### src/rtl/vedic_seq_divider_if.sv
// Operand/result handshake bundle for vedic_seq_divider.
// master = requester side, slave = divider side.
interface vedic_seq_divider_if #(
    parameter int WIDTH = 8
);
    logic             in_valid;
    logic             in_ready;
    logic [WIDTH-1:0] dividend;
    logic [WIDTH-1:0] divisor;
    logic             out_valid;
    logic             out_ready;
    logic [WIDTH-1:0] quotient;
    logic [WIDTH-1:0] remainder;
    logic             div_by_zero;

    modport master (
        output in_valid, dividend, divisor, out_ready,
        input  in_ready, out_valid, quotient, remainder, div_by_zero
    );

    modport slave (
        input  in_valid, dividend, divisor, out_ready,
        output in_ready, out_valid, quotient, remainder, div_by_zero
    );
endinterface

### src/rtl/vedic_seq_divider.sv
// Iterative radix-2 restoring divider, one quotient bit per cycle, one operation in flight.
// Define VEDIC_DIV_SIGNED_EN for two's-complement operands (truncating division); default is unsigned.
module vedic_seq_divider #(
    parameter  int WIDTH = 8,
    localparam int CNT_W = $clog2(WIDTH + 1)
) (
    input  logic               clk,
    input  logic               rst_n,
    vedic_seq_divider_if.slave bus
);
    typedef enum logic [1:0] {
        IDLE = 2'd0,
        CALC = 2'd1,
        DONE = 2'd2
    } state_t;

    state_t state_q, state_d;

    logic             in_ready_q;
    logic [WIDTH-1:0] rem_q;
    logic [WIDTH-1:0] sr_q;
    logic [WIDTH-1:0] dvs_q;
    logic [CNT_W-1:0] cnt_q;
    logic [WIDTH-1:0] quotient_q;
    logic [WIDTH-1:0] remainder_q;
    logic             dbz_q;

    logic             accept;
    logic             zero_div;
    logic             last_iter;
    logic [WIDTH-1:0] dvd_mag;
    logic [WIDTH-1:0] dvs_mag;
    logic [WIDTH:0]   rem_sh;
    logic [WIDTH:0]   trial;
    logic [WIDTH-1:0] rem_nx;
    logic [WIDTH-1:0] sr_nx;
    logic [WIDTH-1:0] q_final;
    logic [WIDTH-1:0] r_final;

`ifdef VEDIC_DIV_SIGNED_EN
    logic q_neg_q, r_neg_q;
    logic q_neg_d, r_neg_d;
`endif

    assign zero_div = (bus.divisor == '0);

    always_ff @(posedge clk or negedge rst_n) begin
        if (!rst_n) begin
            state_q <= IDLE;
        end else begin
            // NOTE: registers take <= so every flop samples the pre-edge values of its peers.
            state_q <= state_d;
        end
    end

    always_comb begin
        // NOTE: every output of this block gets a default first, so no path can infer a latch.
        state_d   = state_q;
        accept    = 1'b0;
        last_iter = 1'b0;
        case (state_q)
            IDLE: begin
                if (in_ready_q && bus.in_valid) begin
                    accept  = 1'b1;
                    state_d = zero_div ? DONE : CALC;
                end
            end
            CALC: begin
                if (cnt_q == CNT_W'(1)) begin
                    last_iter = 1'b1;
                    state_d   = DONE;
                end
            end
            DONE: begin
                if (bus.out_ready) begin
                    state_d = IDLE;
                end
            end
            default: state_d = IDLE;
        endcase
    end

    // The core only ever sees magnitudes; signs are reapplied when the result is loaded.
    always_comb begin
`ifdef VEDIC_DIV_SIGNED_EN
        q_neg_d = bus.dividend[WIDTH-1] ^ bus.divisor[WIDTH-1];
        r_neg_d = bus.dividend[WIDTH-1];
        dvd_mag = bus.dividend[WIDTH-1] ? -bus.dividend : bus.dividend;
        dvs_mag = bus.divisor[WIDTH-1]  ? -bus.divisor  : bus.divisor;
`else
        dvd_mag = bus.dividend;
        dvs_mag = bus.divisor;
`endif
    end

    // The stored remainder is always below the divisor, so the top bit of the
    // (WIDTH+1)-bit partial remainder is only ever populated by the shift.
    always_comb begin
        rem_sh = {rem_q, sr_q[WIDTH-1]};
        trial  = rem_sh - {1'b0, dvs_q};
        if (!trial[WIDTH]) begin
            rem_nx = trial[WIDTH-1:0];
            sr_nx  = {sr_q[WIDTH-2:0], 1'b1};
        end else begin
            rem_nx = rem_sh[WIDTH-1:0];
            sr_nx  = {sr_q[WIDTH-2:0], 1'b0};
        end
    end

`ifdef VEDIC_DIV_SIGNED_EN
    assign q_final = q_neg_q ? -sr_nx  : sr_nx;
    assign r_final = r_neg_q ? -rem_nx : rem_nx;
`else
    assign q_final = sr_nx;
    assign r_final = rem_nx;
`endif

    always_ff @(posedge clk or negedge rst_n) begin
        if (!rst_n) begin
            in_ready_q  <= 1'b0;
            rem_q       <= '0;
            sr_q        <= '0;
            dvs_q       <= '0;
            cnt_q       <= '0;
            quotient_q  <= '0;
            remainder_q <= '0;
            dbz_q       <= 1'b0;
`ifdef VEDIC_DIV_SIGNED_EN
            q_neg_q     <= 1'b0;
            r_neg_q     <= 1'b0;
`endif
        end else begin
            // Registered so ready stays low through reset and reopens only the cycle after consumption.
            in_ready_q <= (state_d == IDLE);

            if (accept) begin
                rem_q <= '0;
                sr_q  <= dvd_mag;
                dvs_q <= dvs_mag;
`ifdef VEDIC_DIV_SIGNED_EN
                q_neg_q <= q_neg_d;
                r_neg_q <= r_neg_d;
`endif
                if (zero_div) begin
                    quotient_q  <= '1;
                    remainder_q <= bus.dividend;
                    dbz_q       <= 1'b1;
                end else begin
                    cnt_q <= CNT_W'(WIDTH);
                end
            end else if (state_q == CALC) begin
                rem_q <= rem_nx;
                sr_q  <= sr_nx;
                cnt_q <= cnt_q - CNT_W'(1);
                if (last_iter) begin
                    quotient_q  <= q_final;
                    remainder_q <= r_final;
                    dbz_q       <= 1'b0;
                end
            end
        end
    end

    assign bus.in_ready    = in_ready_q;
    assign bus.out_valid   = (state_q == DONE);
    assign bus.quotient    = quotient_q;
    assign bus.remainder   = remainder_q;
    assign bus.div_by_zero = dbz_q;

endmodule

### src/flat_wrapper.sv
// flat-port wrapper written by rule: the top's interface ports become plain ports
module vedic_seq_divider_flat 
#(
    parameter  int WIDTH = 8,
    localparam int CNT_W = $clog2(WIDTH + 1)
)
  (clk, rst_n, bus_in_valid, bus_dividend, bus_divisor, bus_out_ready, bus_in_ready, bus_out_valid, bus_quotient, bus_remainder, bus_div_by_zero);
  vedic_seq_divider_if #(.WIDTH(WIDTH)) bus_i ();
  input  logic clk;
  input  logic rst_n;
  input wire logic [$bits(bus_i.in_valid)-1:0] bus_in_valid;
  input wire logic [$bits(bus_i.dividend)-1:0] bus_dividend;
  input wire logic [$bits(bus_i.divisor)-1:0] bus_divisor;
  input wire logic [$bits(bus_i.out_ready)-1:0] bus_out_ready;
  output wire logic [$bits(bus_i.in_ready)-1:0] bus_in_ready;
  output wire logic [$bits(bus_i.out_valid)-1:0] bus_out_valid;
  output wire logic [$bits(bus_i.quotient)-1:0] bus_quotient;
  output wire logic [$bits(bus_i.remainder)-1:0] bus_remainder;
  output wire logic [$bits(bus_i.div_by_zero)-1:0] bus_div_by_zero;
  assign bus_i.in_valid = bus_in_valid;
  assign bus_i.dividend = bus_dividend;
  assign bus_i.divisor = bus_divisor;
  assign bus_i.out_ready = bus_out_ready;
  assign bus_in_ready = bus_i.in_ready;
  assign bus_out_valid = bus_i.out_valid;
  assign bus_quotient = bus_i.quotient;
  assign bus_remainder = bus_i.remainder;
  assign bus_div_by_zero = bus_i.div_by_zero;
  vedic_seq_divider #(.WIDTH(WIDTH)) u_core (.clk(clk), .rst_n(rst_n), .bus(bus_i));
endmodule
### config.mk
export PLATFORM = sky130hd
export DESIGN_NAME = vedic_seq_divider_flat
export DESIGN_NICKNAME = d
export VERILOG_FILES = /design/src/rtl/vedic_seq_divider_if.sv /design/src/rtl/vedic_seq_divider.sv /design/src/flat_wrapper.sv
export SDC_FILE = /design/constraint.sdc
export NUM_CORES = 1
export LEC_CHECK = 0
export CORE_UTILIZATION = 54
export DETAILED_ROUTE_END_ITERATION = 10
export GPL_TIMING_DRIVEN = 0
export PLACE_DENSITY = 0.8
export SLEW_MARGIN = 20
export SYNTH_ARGS = -nofsm -noshare
export SYNTH_HDL_FRONTEND = slang
export SYNTH_SLANG_ARGS = --single-unit
export TNS_END_PERCENT = 20
### constraint.sdc
create_clock -name clk -period 2.7 [get_ports clk]
set_input_delay 0.81 -clock clk [delete_from_list [all_inputs] [get_ports clk]]
set_output_delay 0.81 -clock clk [all_outputs]
set_load 0.01 [all_outputs]
Word-level counts from Yosys, hierarchy flattened
Index checks and enable logic that the tools add are counted.
{ "op_classes": {"addsub": 2, "n_eq_ne": 5, "n_mux": 30, "n_reduce_logical": 8} }
{ "ops": {"columns": ["op", "count"], "rows": [
  ["$mux W8", 13],
  ["$mux W4", 3],
  ["$mux W1", 9],
  ["$sub A9 B8 Y9", 1],
  ["$logic_not A8 Y1", 1],
  ["$mux W2", 4],
  ["$pmux W2 S3", 1],
  ["$eq A4 B1 Y1 const B", 1],
  ["$logic_not A2 Y1", 2],
  ["$ne A2 B2 Y1 const B", 2],
  ["$reduce_bool A2 Y1", 2],
  ["$sub A4 B1 Y4 const B", 1],
  ["$reduce_and A3 Y1", 1],
  ["$eq A2 B1 Y1 const B", 1],
  ["$eq A2 B2 Y1 const B", 1],
  ["$reduce_and A2 Y1", 1],
  ["$logic_and A1 B1 Y1", 1]
]} }
{ "totals": {"reg_bits": 48, "inputBits": 20, "output_inout_bits": 19, "elab_cells": 54} }

Depth between registers and ports, before layout
Gate-level depths: netlist of run 1.
{ "logic_depth": {"ltp_word": 6, "ltp_mapped": 11, "ltp_nobuf": 10} }

Least setup slack after synthesis of run 1
No wires, ideal clock.
{ "synth_timing": {"kind": "register to register", "from": "reg u_core.sr_q[7]", "to": "reg u_core.rem_q[6]", "setup_ns": 0.136, "arrival_time_ns": 2.387, "required_ns": 2.564, "setup_slack_ns": 0.177, "path_stages_with_launch": 12, "path_buffers": 1, "synth_period_minus_slack_ns": 2.523, "path_cell_list": "dfrtp_1 > inv_1 > ha_1 > inv_1 > fa_1 > a211oi_1 > nor3_1 > o22ai_1 > xnor2_1 > buf_6 > mux2i_1 > a21oi_1"} }
{ "synth_via": {"elab_chain_len": 4} }
{ "synth_rtl": {"columns": ["element", "line_no", "text"], "rows": [
  ["start: declaration", "vedic_seq_divider.sv:21", "logic [WIDTH-1:0] sr_q;"],
  ["start signal: assignment", "vedic_seq_divider.sv:138", "sr_q <= dvd_mag;"],
  ["start signal: assignment", "vedic_seq_divider.sv:153", "sr_q <= sr_nx;"],
  ["$sub A9 B8 Y9", "vedic_seq_divider.sv:100", "trial = rem_sh - {1'b0, dvs_q};"],
  ["$mux W8", "vedic_seq_divider.sv:101", "if (!trial[WIDTH]) begin"],
  ["$mux W8", "vedic_seq_divider.sv:151", "end else if (state_q == CALC) begin"],
  ["$mux W8", "vedic_seq_divider.sv:136", "if (accept) begin"],
  ["end signal: assignment", "vedic_seq_divider.sv:152", "rem_q <= rem_nx;"],
  ["end: declaration", "vedic_seq_divider.sv:20", "logic [WIDTH-1:0] rem_q;"]
]} }
No other way between the ends. The select of a mux whose other input is x is not followed.
A chain may end at the register's enable or synchronous reset.

Worst setup path in the final report of run 1
{ "layout_timing": {"from": "reg u_core.sr_q[7]", "to": "reg u_core.remainder_q[7], in the netlist u_core.bus.remainder[7]"} }
{ "layout_via": {"elab_chain_len": 5} }
{ "layout_rtl": {"columns": ["element", "line_no", "text"], "rows": [
  ["$sub A9 B8 Y9", "vedic_seq_divider.sv:100", null],
  ["$mux W8", "vedic_seq_divider.sv:101", null],
  ["$mux W8", "vedic_seq_divider.sv:155", "if (last_iter) begin"],
  ["$mux W8", "vedic_seq_divider.sv:151", null],
  ["$mux W8", "vedic_seq_divider.sv:136", null],
  ["end signal: assignment", "vedic_seq_divider.sv:146", "remainder_q <= bus.dividend;"],
  ["end signal: assignment", "vedic_seq_divider.sv:157", "remainder_q <= r_final;"],
  ["end: declaration", "vedic_seq_divider.sv:25", "logic [WIDTH-1:0] remainder_q;"]
]} }
No other way between the ends. The select of a mux whose other input is x is not followed.

==> results of run 1 <==
## cell type report
class	instances	area [um^2]
Sequential cell	48	1201
Tap cell	52	65.06
Multi-Input combinational cell	184	1215
Inverter	22	82.58
Clock buffer	5	68.82
Timing Repair Buffer	43	425.4
Fill cell	345	1272
Clock inverter	2	12.51
Buffer	16	71.32
## synthesized netlist by cell type (2+ instances only)
cell type	count	area share
dfrtp_1	48	0.48
nand2b_1	2	0.0050
a22o_1	2	0.0069
nand2_1	37	0.055
a21oi_1	11	0.022
o21ai_0	30	0.060
o31ai_1	3	0.0089
clkbuf_1	13	0.019
nor4_1	3	0.0074
a21o_1	2	0.0060
a22oi_1	8	0.024
o22ai_1	2	0.0050
nor3_1	2	0.0040
nor2_1	12	0.018
nand3_1	13	0.026
o21a_1	4	0.012
a31oi_1	3	0.0074
ha_1	10	0.050
mux2i_1	7	0.028
xor2_1	2	0.0069
inv_1	22	0.033
nor2b_1	3	0.0074
xnor2_1	3	0.010
a222oi_1	8	0.032
o21bai_1	2	0.0060
## per-layer routing
layer  vias up  part of all wire  track usage
li1       1062                 -            -
met2        68              0.48       0.4212
met3        10             0.057      0.05339
met1      1115              0.44       0.3575
met4         0             0.016      0.08889
met5         -                 0            0
## state kept, by name, indices dropped and copies added (netlist names)
name,flops
u_core.bus.div_by_zero,1
u_core.state_q,2
u_core.bus.in_ready,1
u_core.cnt_q,4
u_core.bus.quotient,8
u_core.sr_q,8
u_core.rem_q,8
u_core.bus.remainder,8
u_core.dvs_q,8
## worst reg2reg max path, delay by kind of cell (launching register included)
family / cells / cell delay [ns]
mux: 1 / 0.18
fa+ha+maj: 2 / 0.60
xor+xnor: 1 / 0.21
buf+inv: 4 / 0.47
compound gates: 3 / 0.51
simple gates: 1 / 0.10
flops: 1 / 0.39
## repair_timing
action,4_1_cts,5_1_grt
pin swaps,1,0
resized for setup,4,7
buffers inserted,1,3
setup endpoints to repair,18,15
## path summary, 6_finish.rpt
check,endpoint,slack [ns],cells after the start
worst max-delay path,u_core.bus.remainder[7],0.12,12
worst min-delay path,u_core.dvs_q[5],0.48,1
worst max register to register,u_core.bus.remainder[7],0.12,12
worst min register to register,u_core.cnt_q[3],0.49,1
max in group asynchronous,u_core.bus.remainder[4],1.70,2
min in group clk,u_core.cnt_q[3],0.49,1
## power groups by stage
stage          Clock, mW  Combinational [mW]  Sequential, mW
2_1_floorplan          0                1.81            1.31
3_3_place_gp           0                2.52            1.29
5_1_grt            0.445                3.15            1.33
4_1_cts            0.424                2.69            1.29
3_5_place_dp           0                2.60            1.30
6_report           0.419                2.89            1.30
## cells by family after synthesis
group	count (synthesis)
xor+xnor	5
fa+ha+maj	11
buf+inv	38
compound gates	81
simple gates	80
flops	48
mux	7
==> results.json, run 1 <==
{
  "outcome": "finished clean",
  "maxSlewViolCount": 0,
  "setup_tns_ns": 0,
  "tightest_slew_ns": 0.5483,
  "die_width_um": 70.35,
  "synthMuxAreaShare": 0.02778,
  "start_util": 0.5714,
  "crit_path_end_kind": "flip-flop",
  "die_h_um": 70.35,
  "cts.sinks": 48,
  "final_util": 0.7117,
  "grt_max_degree": 27,
  "grtUsageTotal": 0.2634,
  "remaining_drc_errors": 0,
  "crit_path_cell_trace": "inv_1 -> ha_1 -> inv_1 -> fa_1 -> a211oi_2 -> nor3_1 -> o22ai_2 -> xnor2_2 -> buf_6 -> buf_4 -> mux2i_1 -> o21ai_0",
  "mostFrequentLayoutCell": "dfrtp_1",
  "hold_viol_final": 0,
  "design.core.area_um2": 4414,
  "cp_top_family": "adder cells",
  "row_count": 24,
  "slowest_delay_ns": 0.43,
  "final_area_um2": 3142,
  "cts_buffers": 5,
  "ys_seq_area_frac": 0.4762,
  "crit_path_start_kind": "flip-flop",
  "fin_crit_ns": 2.581,
  "dieArea_um2": 4948,
  "placed_area_um2": 2983,
  "ctsHoldBuffers": 0,
  "drt_iter0_drc": 213,
  "r2r-start": "u_core.sr_q[7]",
  "post-place-ws_ns": -0.4039,
  "worst-path-buf-inv": 4,
  "final.period_utilization": 0.9560,
  "synth-simple-area-share": 0.1518,
  "synth_edf_count": 0,
  "ant_nets": 0,
  "p_per_area_nw_per_um2": 1465,
  "drtPass1Iterations": 5,
  "leakage_nw": 1.412,
  "cts_buffer_depth": 2,
  "ys.flop_type": "dfrtp_1",
  "synthAdderAreaFrac": 0.05754,
  "synth-async-reset-ratio": 1.000,
  "seq_power_share": 0.281,
  "p_sw_frac": 0.4313,
  "p_comb_frac": 0.627,
  "cp_common_cell": "inv_1",
  "ys_ff_latch": 48,
  "synth_compound_area_frac": 0.2093,
  "max_cap_violations": 0,
  "worst-path-max-fanout": 8,
  "wl_um": 6176,
  "cts_root_buffer": "clkbuf_8",
  "switching_power_mw": 1.985,
  "fin_ws_ns": 0.1189,
  "startpoint": "u_core.sr_q[7]",
  "grt_pass1_wl_um": 10080,
  "finClkSkew_ns": 0.004902,
  "cp.arrival_ns": 2.77,
  "dp_cells": 361,
  "cts_tree": "done",
  "routedWlPerCell_um": 16.60,
  "syn_nets": 301,
  "areaGrowthSynthToFinish_pct": 24.55,
  "stdcell_count": 372,
  "htreeDepth": 2,
  "p_int_mw": 2.617,
  "holdWs_ns": 0.4783,
  "cp.required_ns": 2.89,
  "antenna_cells": 0,
  "viasPerCell": 6.062,
  "netlist_area_um2": 2522,
  "synthCells": 270,
  "antenna_found_initial": 0,
  "clock.fmax_ghz": 0.3874,
  "synth_top_family_by_area": "compound AO/OA/AOI/OAI gates",
  "worst_path_max_delay_cell": "fa_1",
  "hold_path_class": "in -> async",
  "drive_gt1_frac": 0.09063,
  "insertion_delay_ns": 0.31,
  "rsz0062_at_grt": "yes",
  "ys_warn_count": 0,
  "synthXorXnorAreaFrac": 0.01736,
  "synth_cell_types": 43,
  "grt_overflow": 0,
  "nets": 351,
  "vias": 2255,
  "p_total_mw": 4.602,
  "path_clk_slew_ns": 0.09,
  "portBuffers": 38,
  "syn_avg_cell_area_um2": 9.342,
  "p_clk_frac": 0.091,
  "final_cell_mix": "dfrtp_1 (48), nand2_1 (37), clkdlybuf4s50_1 (37)",
  "ir_drop_uv": 919.7,
  "relSlewSlack": 0.6345,
  "grt_pass1_vias": 2164,
  "gp_congestion": 0.8010,
  "hpwl_um": 4320,
  "io_pins": 39,
  "setup_violations": 0,
  "path_class": "reg -> reg"
}
(Power assumes the default switching activity.)
==> inputs of run 2 (changes only) <==
--- a/config.mk
+++ b/config.mk
@@ -5,9 +5,11 @@
 export SDC_FILE = /design/constraint.sdc
 export NUM_CORES = 1
 export LEC_CHECK = 0
+export CORE_MARGIN = 1
 export CORE_UTILIZATION = 54
 export DETAILED_ROUTE_END_ITERATION = 10
 export GPL_TIMING_DRIVEN = 0
+export HOLD_SLACK_MARGIN = 0.08
 export PLACE_DENSITY = 0.8
 export SLEW_MARGIN = 20
 export SYNTH_ARGS = -nofsm -noshare
==> results of run 2 <==
The final DEF is identical to that of run 1; final timing and power are the same.
==> inputs of run 3 (changes only) <==
--- a/config.mk
+++ b/config.mk
@@ -5,6 +5,7 @@
 export SDC_FILE = /design/constraint.sdc
 export NUM_CORES = 1
 export LEC_CHECK = 0
+export CAP_MARGIN = 10
 export CORE_MARGIN = 1
 export CORE_UTILIZATION = 54
 export DETAILED_ROUTE_END_ITERATION = 10
==> constraint.sdc (replaced) <==
create_clock -name clk -period 2.4 [get_ports clk]
set_input_delay 0.72 -clock clk [delete_from_list [all_inputs] [get_ports clk]]
set_output_delay 0.72 -clock clk [all_outputs]
set_load 0.01 [all_outputs]
==> results.json, run 3 (synthesis gave the netlist of run 1 again) <==
{
  "outcome": "complete, but fails checks",
  "violations": "setup timing",
  "path_clk_slew_ns": 0.09,
  "grt_overflow": 0,
  "nets": 358,
  "antenna_found_initial": 0,
  "cts_buffer_depth": 2,
  "drive_gt1_frac": 0.1799,
  "worst-path-max-fanout": 7,
  "wl_um": 6905,
  "final.period_utilization": 1.020,
  "setup_violations": 8,
  "htreeDepth": 2,
  "ant_nets": 0,
  "maxSlewViolCount": 0,
  "seq_power_share": 0.246,
  "final_cell_mix": "dfrtp_1 (47), nand2_1 (37), clkdlybuf4s50_1 (37)",
  "cts_root_buffer": "clkbuf_8",
  "die_width_um": 70.35,
  "relSlewSlack": 0.5794,
  "viasPerCell": 6.195,
  "final-seq-area_um2": 1202,
  "leakage_nw": 1.478,
  "clock.fmax_ghz": 0.4086,
  "grt_pass1_vias": 2285,
  "routedWlPerCell_um": 18.17,
  "remaining_drc_errors": 0,
  "ir_drop_uv": 1401,
  "design.core.area_um2": 4414,
  "crit_path_end_kind": "flip-flop",
  "ctsHoldBuffers": 0,
  "p_sw_frac": 0.4381,
  "row_count": 24,
  "vias": 2354,
  "dp_cells": 361,
  "cp_top_family": "compound AO/OA/AOI/OAI gates",
  "cts_tree": "done",
  "start_util": 0.5714,
  "slowest_delay_ns": 0.40,
  "p_per_area_nw_per_um2": 1801,
  "worst-path-buf-inv": 3,
  "cp.required_ns": 2.58,
  "placed_area_um2": 3004,
  "final_area_um2": 3400,
  "p_clk_frac": 0.085,
  "hpwl_um": 4372,
  "grt_pass1_wl_um": 10760,
  "insertion_delay_ns": 0.31,
  "switching_power_mw": 2.683,
  "portBuffers": 38,
  "tightest_slew_ns": 0.6309,
  "worst_path_max_delay_cell": "dfrtp_1",
  "grt_max_degree": 26,
  "dieArea_um2": 4948,
  "grtUsageTotal": 0.2794,
  "cp_common_cell": "inv_2",
  "cp.arrival_ns": 2.63,
  "antenna_cells": 0,
  "max_cap_violations": 0,
  "areaGrowthSynthToFinish_pct": 34.77,
  "io_pins": 39,
  "finClkSkew_ns": 0.004646,
  "mostFrequentLayoutCell": "dfrtp_1",
  "die_h_um": 70.35,
  "n_fill_cell": 305,
  "cts.sinks": 48,
  "fin_ws_ns": -0.04750,
  "p_int_mw": 3.440,
  "fin_crit_ns": 2.447,
  "drtPass1Iterations": 5,
  "cts_buffers": 5,
  "crit_path_start_kind": "flip-flop",
  "gp_congestion": 0.7922,
  "drt_iter0_drc": 247,
  "hold_viol_final": 0,
  "stdcell_count": 380,
  "setup_tns_ns": -0.2449,
  "path_class": "reg -> reg",
  "rsz0062_at_grt": "yes",
  "hold_path_class": "in -> async",
  "crit_path_cell_trace": "inv_2 -> ha_4 -> inv_2 -> fa_2 -> a211oi_4 -> nor3_2 -> o22ai_2 -> xnor2_2 -> buf_6 -> mux2i_4 -> o21ai_1",
  "multi_input_area_um2": 1379,
  "p_comb_frac": 0.669
}
==> run 3: what timing repair did <==
action / in CTS / in global routing
resized for setup: 20 / 31
setup endpoints to repair: 27 / 31
pin swaps: 7 / 12
buffers inserted: 7 / 6
==> run 3: worst paths after layout <==
kind | slack, ns | depth (start not counted) | start | end
min | 0.42 | 1 | rst_n | u_core.dvs_q[5]
max reg2reg | -0.05 | 11 | u_core.sr_q[7] | u_core.rem_q[2]
min reg2reg | 0.49 | 1 | u_core.cnt_q[3] | u_core.cnt_q[3]
min in group clk | 0.49 | 1 | u_core.cnt_q[3] | u_core.cnt_q[3]
max | -0.05 | 11 | u_core.sr_q[7] | u_core.rem_q[2]
max in group asynchronous | 1.44 | 2 | rst_n | u_core.sr_q[4]
==> run 3: power groups by stage <==
stage / Combinational [mW] / Sequential (mW) / Clock (mW)
finish: 4.10 / 1.50 / 0.521
global route: 4.41 / 1.54 / 0.552
CTS: 3.41 / 1.46 / 0.526
detailed placement: 2.96 / 1.47 / 0
global placement: 2.88 / 1.46 / 0
floorplan: 2.08 / 1.47 / 0
==> run 3: final cells by class <==
type / instances / share of cell area
Tap cell: 52 / 0.01914
Sequential cell: 48 / 0.3537
Clock inverter: 2 / 0.004417
Buffer: 14 / 0.01914
Inverter: 22 / 0.02429
Clock buffer: 6 / 0.02429
Multi-Input combinational cell: 184 / 0.4056
Timing Repair Buffer: 52 / 0.1494
==> run 3: layer usage <==
layer	GRT usage	vias to the layer above	wire, um
met5	0	-	0
met4	0.08667	0	133
met3	0.06782	12	363
met2	0.4529	91	3454
met1	0.3695	1175	2954
li1	-	1076	-
==> run 3: metrics by stage <==
step | power (mW) | util | worst slack [ns] | hold WS, ns
5_1_grt | 6.502 | 0.7701 | -0.1166 | 0.4653
6_report | 6.123 | 0.7701 | -0.04750 | 0.4180
3_5_place_dp | 4.429 | 0.6806 | -0.5744 | 0.4813
2_1_floorplan | 3.557 | - | 0.02530 | 0.4244
4_1_cts | 5.402 | 0.7285 | -0.04117 | 0.4396
3_3_place_gp | 4.338 | 0.6755 | -0.7495 | 0.4656
